File: src/rtl/cmac_mon_pkg.sv
// Shared definitions for the CMAC link monitor: state encoding, default
// parameters and the per-state control output decode.
package cmac_mon_pkg;

   localparam int DEF_ALIGN_DEBOUNCE   = 16;
   localparam int DEF_RESYNC_TIMEOUT   = 1024;
   localparam int DEF_FORCE_RESYNC_LEN = 4;
   localparam int DEF_CNT_W            = 16;

   typedef enum logic [2:0] {
      ST_DOWN         = 3'd0,
      ST_DEBOUNCE     = 3'd1,
      ST_UP           = 3'd2,
      ST_REMOTE_FAULT = 3'd3,
      ST_RESYNC       = 3'd4
   } mon_state_t;

   typedef struct packed {
      logic rx_en;
      logic tx_en;
      logic lfi;
      logic rfi;
      logic force_resync;
      logic link_up;
   } ctl_out_t;

   function automatic int max3(input int a, input int b, input int c);
      int m;
      m = (a > b) ? a : b;
      return (m > c) ? m : c;
   endfunction

   // Link-down states keep RX listening and advertise both faults to the peer.
   function automatic ctl_out_t decode_state(input mon_state_t s);
      ctl_out_t o;
      o.rx_en        = 1'b1;
      o.tx_en        = 1'b0;
      o.lfi          = 1'b1;
      o.rfi          = 1'b1;
      o.force_resync = 1'b0;
      o.link_up      = 1'b0;
      case (s)
         ST_UP, ST_REMOTE_FAULT: begin
            o.tx_en   = 1'b1;
            o.lfi     = 1'b0;
            o.rfi     = 1'b0;
            o.link_up = (s == ST_UP);
         end
         ST_RESYNC: o.force_resync = 1'b1;
         default: ;
      endcase
      return o;
   endfunction

endpackage

File: src/rtl/sat_counter.sv
// Saturating up-counter: increments on i_inc and sticks at all-ones.
module sat_counter #(
   parameter int W = 16
) (
   input  logic         clk,
   input  logic         rst,
   input  logic         i_inc,
   output logic [W-1:0] o_count
);

   logic [W-1:0] r_count;

   always_ff @(posedge clk) begin
      if (rst)
         r_count <= '0;
      else if (i_inc && (r_count != {W{1'b1}}))
         r_count <= r_count + W'(1);
   end

   assign o_count = r_count;

endmodule

File: src/rtl/cmac_link_monitor.sv
// CMAC link bring-up monitor: debounces alignment, tracks remote fault and
// forces an RX resync when alignment never appears.
module cmac_link_monitor
   import cmac_mon_pkg::*;
#(
   parameter int ALIGN_DEBOUNCE   = DEF_ALIGN_DEBOUNCE,
   parameter int RESYNC_TIMEOUT   = DEF_RESYNC_TIMEOUT,
   parameter int FORCE_RESYNC_LEN = DEF_FORCE_RESYNC_LEN,
   parameter int CNT_W            = DEF_CNT_W
) (
   input  logic             clk,
   input  logic             rst,
   input  logic             rx_aligned,
   input  logic             rx_remote_fault,
   output logic             ctl_rx_enable,
   output logic             ctl_tx_enable,
   output logic             ctl_tx_send_lfi,
   output logic             ctl_tx_send_rfi,
   output logic             ctl_rx_force_resync,
   output logic             link_up,
   output logic [CNT_W-1:0] link_drop_cnt,
   output logic [CNT_W-1:0] resync_cnt
);

   localparam int TMR_MAX = max3(RESYNC_TIMEOUT, ALIGN_DEBOUNCE, FORCE_RESYNC_LEN);
   localparam int TMR_W   = $clog2(TMR_MAX);

   // The DOWN->DEBOUNCE edge is the first aligned sample, so DEBOUNCE exits
   // once its timer has seen ALIGN_DEBOUNCE-2 further cycles.
   localparam logic [TMR_W-1:0] TO_LAST = TMR_W'(RESYNC_TIMEOUT - 1);
   localparam logic [TMR_W-1:0] DB_LAST = TMR_W'((ALIGN_DEBOUNCE >= 2) ? ALIGN_DEBOUNCE - 2 : 0);
   localparam logic [TMR_W-1:0] FR_LAST = TMR_W'(FORCE_RESYNC_LEN - 1);

   mon_state_t       r_state;
   mon_state_t       w_state_next;
   logic [TMR_W-1:0] r_timer;
   logic [TMR_W-1:0] w_timer_next;
   ctl_out_t         r_out;
   logic             w_drop_inc;
   logic             w_resync_inc;

   always_comb begin
      w_state_next = r_state;
      w_timer_next = r_timer + TMR_W'(1);
      w_drop_inc   = 1'b0;
      w_resync_inc = 1'b0;
      case (r_state)
         ST_DOWN: begin
            if (rx_aligned) begin
               w_state_next = ST_DEBOUNCE;
               w_timer_next = '0;
            end else if (r_timer == TO_LAST) begin
               w_state_next = ST_RESYNC;
               w_timer_next = '0;
               w_resync_inc = 1'b1;
            end
         end
         ST_DEBOUNCE: begin
            if (!rx_aligned) begin
               w_state_next = ST_DOWN;
               w_timer_next = '0;
            end else if (r_timer == DB_LAST) begin
               w_state_next = ST_UP;
               w_timer_next = '0;
            end
         end
         ST_UP, ST_REMOTE_FAULT: begin
            w_timer_next = '0;
            if (!rx_aligned) begin
               w_state_next = ST_DOWN;
               w_drop_inc   = 1'b1;
            end else begin
               w_state_next = rx_remote_fault ? ST_REMOTE_FAULT : ST_UP;
            end
         end
         ST_RESYNC: begin
            // Alignment is ignored here so the resync pulse always runs full length.
            if (r_timer == FR_LAST) begin
               w_state_next = ST_DOWN;
               w_timer_next = '0;
            end
         end
         default: begin
            w_state_next = ST_DOWN;
            w_timer_next = '0;
         end
      endcase
   end

   always_ff @(posedge clk) begin
      if (rst) begin
         r_state <= ST_DOWN;
         r_timer <= '0;
         r_out   <= '0;
      end else begin
         r_state <= w_state_next;
         r_timer <= w_timer_next;
         r_out   <= decode_state(w_state_next);
      end
   end

   sat_counter #(.W(CNT_W)) u_drop_cnt (
      .clk     (clk),
      .rst     (rst),
      .i_inc   (w_drop_inc),
      .o_count (link_drop_cnt)
   );

   sat_counter #(.W(CNT_W)) u_resync_cnt (
      .clk     (clk),
      .rst     (rst),
      .i_inc   (w_resync_inc),
      .o_count (resync_cnt)
   );

   assign ctl_rx_enable       = r_out.rx_en;
   assign ctl_tx_enable       = r_out.tx_en;
   assign ctl_tx_send_lfi     = r_out.lfi;
   assign ctl_tx_send_rfi     = r_out.rfi;
   assign ctl_rx_force_resync = r_out.force_resync;
   assign link_up             = r_out.link_up;

endmodule

File: config.mk
export PLATFORM = sky130hd
export DESIGN_NAME = cmac_link_monitor
export DESIGN_NICKNAME = d
export VERILOG_FILES = /design/src/rtl/cmac_mon_pkg.sv /design/src/rtl/sat_counter.sv /design/src/rtl/cmac_link_monitor.sv
export SDC_FILE = /design/constraint.sdc
export NUM_CORES = 1
export LEC_CHECK = 0
export ABC_CLOCK_PERIOD_IN_PS = 3200
export BUFFER_PORTS_ARGS = -buffer_cell sky130_fd_sc_hd__buf_2
export CORE_AREA = 2 2 72 74
export CTS_CLUSTER_SIZE = 12
export DETAILED_ROUTE_END_ITERATION = 12
export DIE_AREA = 0 0 74 76
export GPL_ROUTABILITY_DRIVEN = 1
export PLACE_DENSITY = 0.75
export SETUP_SLACK_MARGIN = 0.15
export SLEW_MARGIN = 30
export SYNTH_ARGS = -nofsm -noshare
export SYNTH_HDL_FRONTEND = slang
export SYNTH_SLANG_ARGS = --single-unit
File: constraint.sdc
create_clock -name clk -period 3.2 [get_ports clk]
set_input_delay 0.64 -clock clk [delete_from_list [all_inputs] [get_ports clk]]
set_output_delay 0.64 -clock clk [all_outputs]
set_load 0.05 [all_outputs]
==> metrics.txt <==
Max Cap Violations=0; CTS Buf Count=5; gr usage total=19.2%; Syn Inst Count=291; switching power=0.238 mW; sequential area share after synthesis=39.3%; first-pass GRT wire length=about 9 mm; CP Launch Type=flip-flop; Vias/cell=5.89; Crit Path Class=flip-flop to flip-flop; gpl congestion=0.838; PwrDens=358 mW/mm²; Post-CTS Hold Buffers=0; Top FF cell, synth=dfxtp_1; synth cell count leaders=50 x dfxtp_1, 21 x a21oi_1, 16 x nand2_1, 16 x nand3_1, 15 x nand4_1; area leader, netlist=dfxtp_1; post-route cell area=0.00285 mm²; sw frac=a little under a quarter; Final ANT Viol Nets=0; Slew HR=46.8%; Vias=roughly 2300; Reg power frac=61.5%; crit path DAT=2.37 ns; Max Freq=452 MHz; post-CTS setup buffers=0; FILL cells=465; number of I/O pins=42; post-synth cell types=46; Bufs on Longest Clock Path=2; number of global-route vias before repair=2022; Die Y=76 µm; Post-Layout Cell Count=394; initial antenna violation count=0; CTS-repair resized insts=0; required time worst endpoint=between 3 and 4 ns; routed wire length=5.40 mm; worst hold start=u_resync_cnt.o_count[5]; worst r2r path cells=5; most numerous cell in the Yosys netlist=dfxtp_1; syn_area_per_cell=8.75 µm²; worst clock skew=0.00793 ns; Mapped Nets=299; CTS Root Cell=clkbuf_8; Post-route DRC=0; Area Growth Syn to Fin=12.1%; Tcrit/Tclk final=69.1%; antenna diode count=0; fin. max-slew vios=0; Port-buffer cells=41; HP Class=flip-flop to flip-flop; Detailed Route Iter0 Violations=around 190; placed cell area=0.00277 mm²; top post-synthesis cells by area=dfxtp_1 39%, a21oi_1 4.1%, o31ai_1 4.1%; async set-reset flop share out of synthesis=0%; worst-path fanout max=9; final net count=between 300 and 400; Yosys reg bits=50; core area=0.00491 mm²; CTS tree=built; Overflow after GRT=0; drt first pass iters=4; H-Tree Depth=2; largest net degree at the start of global routing=45; CP startpoint=r_timer[0]; share of layout cells above drive strength 1=20.1%; setup violators final=0; Reg clk slew, reported paths=~0.080 ns; total power draw=1.02 mW; Hold Path Stages=2; Clock power frac=34.7%; mapped cell area=0.00254 mm²; status=finished clean; Cells after DPL=approximately 390; initial core utilization=between 50% and 60%; Yosys top cell area share=between 30% and 40%; Post-synth EDFFs=0; min cycle time layout=2.21 ns; Worst Max-Slew Pin Slew=0.798 ns; Hold Vio Cnt, Final=0; Setup crit end kind=flip-flop; unrepaired setup endpoints after global routing=false; clk_lat worst skew=about 0.30 ns; Wirelength per Cell=between 10 and 15 µm; Internal=0.784 mW; Ys Warns=0; Clock Sinks=50; Site Rows=26; worst reg2reg startpoint=r_timer[0]; Die X=74 µm; Gate power share=around 3.8%; dpl hpwl=3.69 mm; Max VDD drop=194 µV; Leak Pwr=1.05 nW; setup TNS=0 ns; Die ar.=0.00562 mm²
## per-stage QoR
step                hold WS, ns  setup WS, ns  utilization [%]
floorplan                 0.515          1.00                -
global placement          0.496         0.982             56.4
detailed placement        0.510         0.936             56.4
CTS                       0.523         0.999             58.1
global route              0.540         0.789             58.1
finish                    0.516         0.989             58.1
## path summary, 6_finish.rpt
| kind | to | slack (ns) |
|---|---|---|
| setup reg to reg | r_timer[3] | 0.99 |
| setup / recovery | r_timer[3] | 0.99 |
| hold reg to reg | u_resync_cnt.o_count[5] | 0.52 |
| hold / removal | u_resync_cnt.o_count[5] | 0.52 |
## sequential cells by signal (all words and copies together) (netlist names)
register and flops:
r_state 3, ctl_tx_send_lfi 1, r_timer 10, ctl_rx_force_resync 1
link_up 1, u_resync_cnt.o_count 16, u_drop_cnt.o_count 16, ctl_rx_enable 1
ctl_tx_enable 1
## power by group through the flow
stage               combinational [mW]  sequential, mW  clock, mW
floorplan                       0.0252           0.647          0
global placement                0.0384           0.643          0
detailed placement              0.0387           0.643          0
CTS                             0.0388           0.628      0.368
global route                    0.0428           0.629      0.389
finish                          0.0385           0.628      0.355
## cell usage in the layout, fill, tap and decap left out, drive strengths merged, types with 5 or more instances in the layout
cell / Yosys / layout
a21oi: 21 / 21
and3: 5 / 5
and4: 6 / 6
buf: 9 / 43
clkbuf: 8 / 5
dfxtp: 50 / 50
inv: 9 / 9
mux2: 10 / 10
nand2: 16 / 16
nand3: 16 / 16
nand4: 15 / 15
nor2: 14 / 14
nor2b: 10 / 10
nor3: 14 / 14
nor4: 16 / 16
o21ai: 5 / 5
o31ai: 14 / 14
or4: 13 / 13
xor2: 7 / 7
## kinds of logic after synthesis
family                   count (synthesis)  share of synthesized area (%)
buffers and inverters                   27                           4.72
AO/OA/AOI/OAI                           54                           13.7
AND/OR/NAND/NOR                        137                           32.7
XOR/XNOR                                 8                           2.75
flip-flops                              50                           39.3
adder cells (fa/ha/maj)                  4                           1.97
multiplexers                            11                           4.82
## cell type report
cell class	instances	area (µm²)	area share [%]
flip-flops and latches	50	1000	35.1
multi-input cells	214	1420	49.9
clock inverters	2	15.0	0.526
well taps	70	87.6	3.07
inverters	10	37.5	1.32
clock buffers	5	68.8	2.41
repair buffers	43	220	7.72
## critical path: stages (launching register included)
cell      delay (ns)
dfxtp_1         0.45
ha_1            0.32
or3b_2          0.47
and3_1          0.22
a211oi_2        0.49
nor3_1          0.13
## per-layer routing
| metal | up-vias | track usage [%] | wire length (µm) |
|---|---|---|---|
| li1 | 1169 | - | - |
| met2 | 38 | 30.5 | 2600 |
| met4 | 0 | 6.91 | 59 |
| met3 | 5 | 2.78 | 133 |
| met1 | 1108 | 26.2 | 2610 |
| met5 | - | 0 | 0 |
Power figures use the tool's default switching activity.
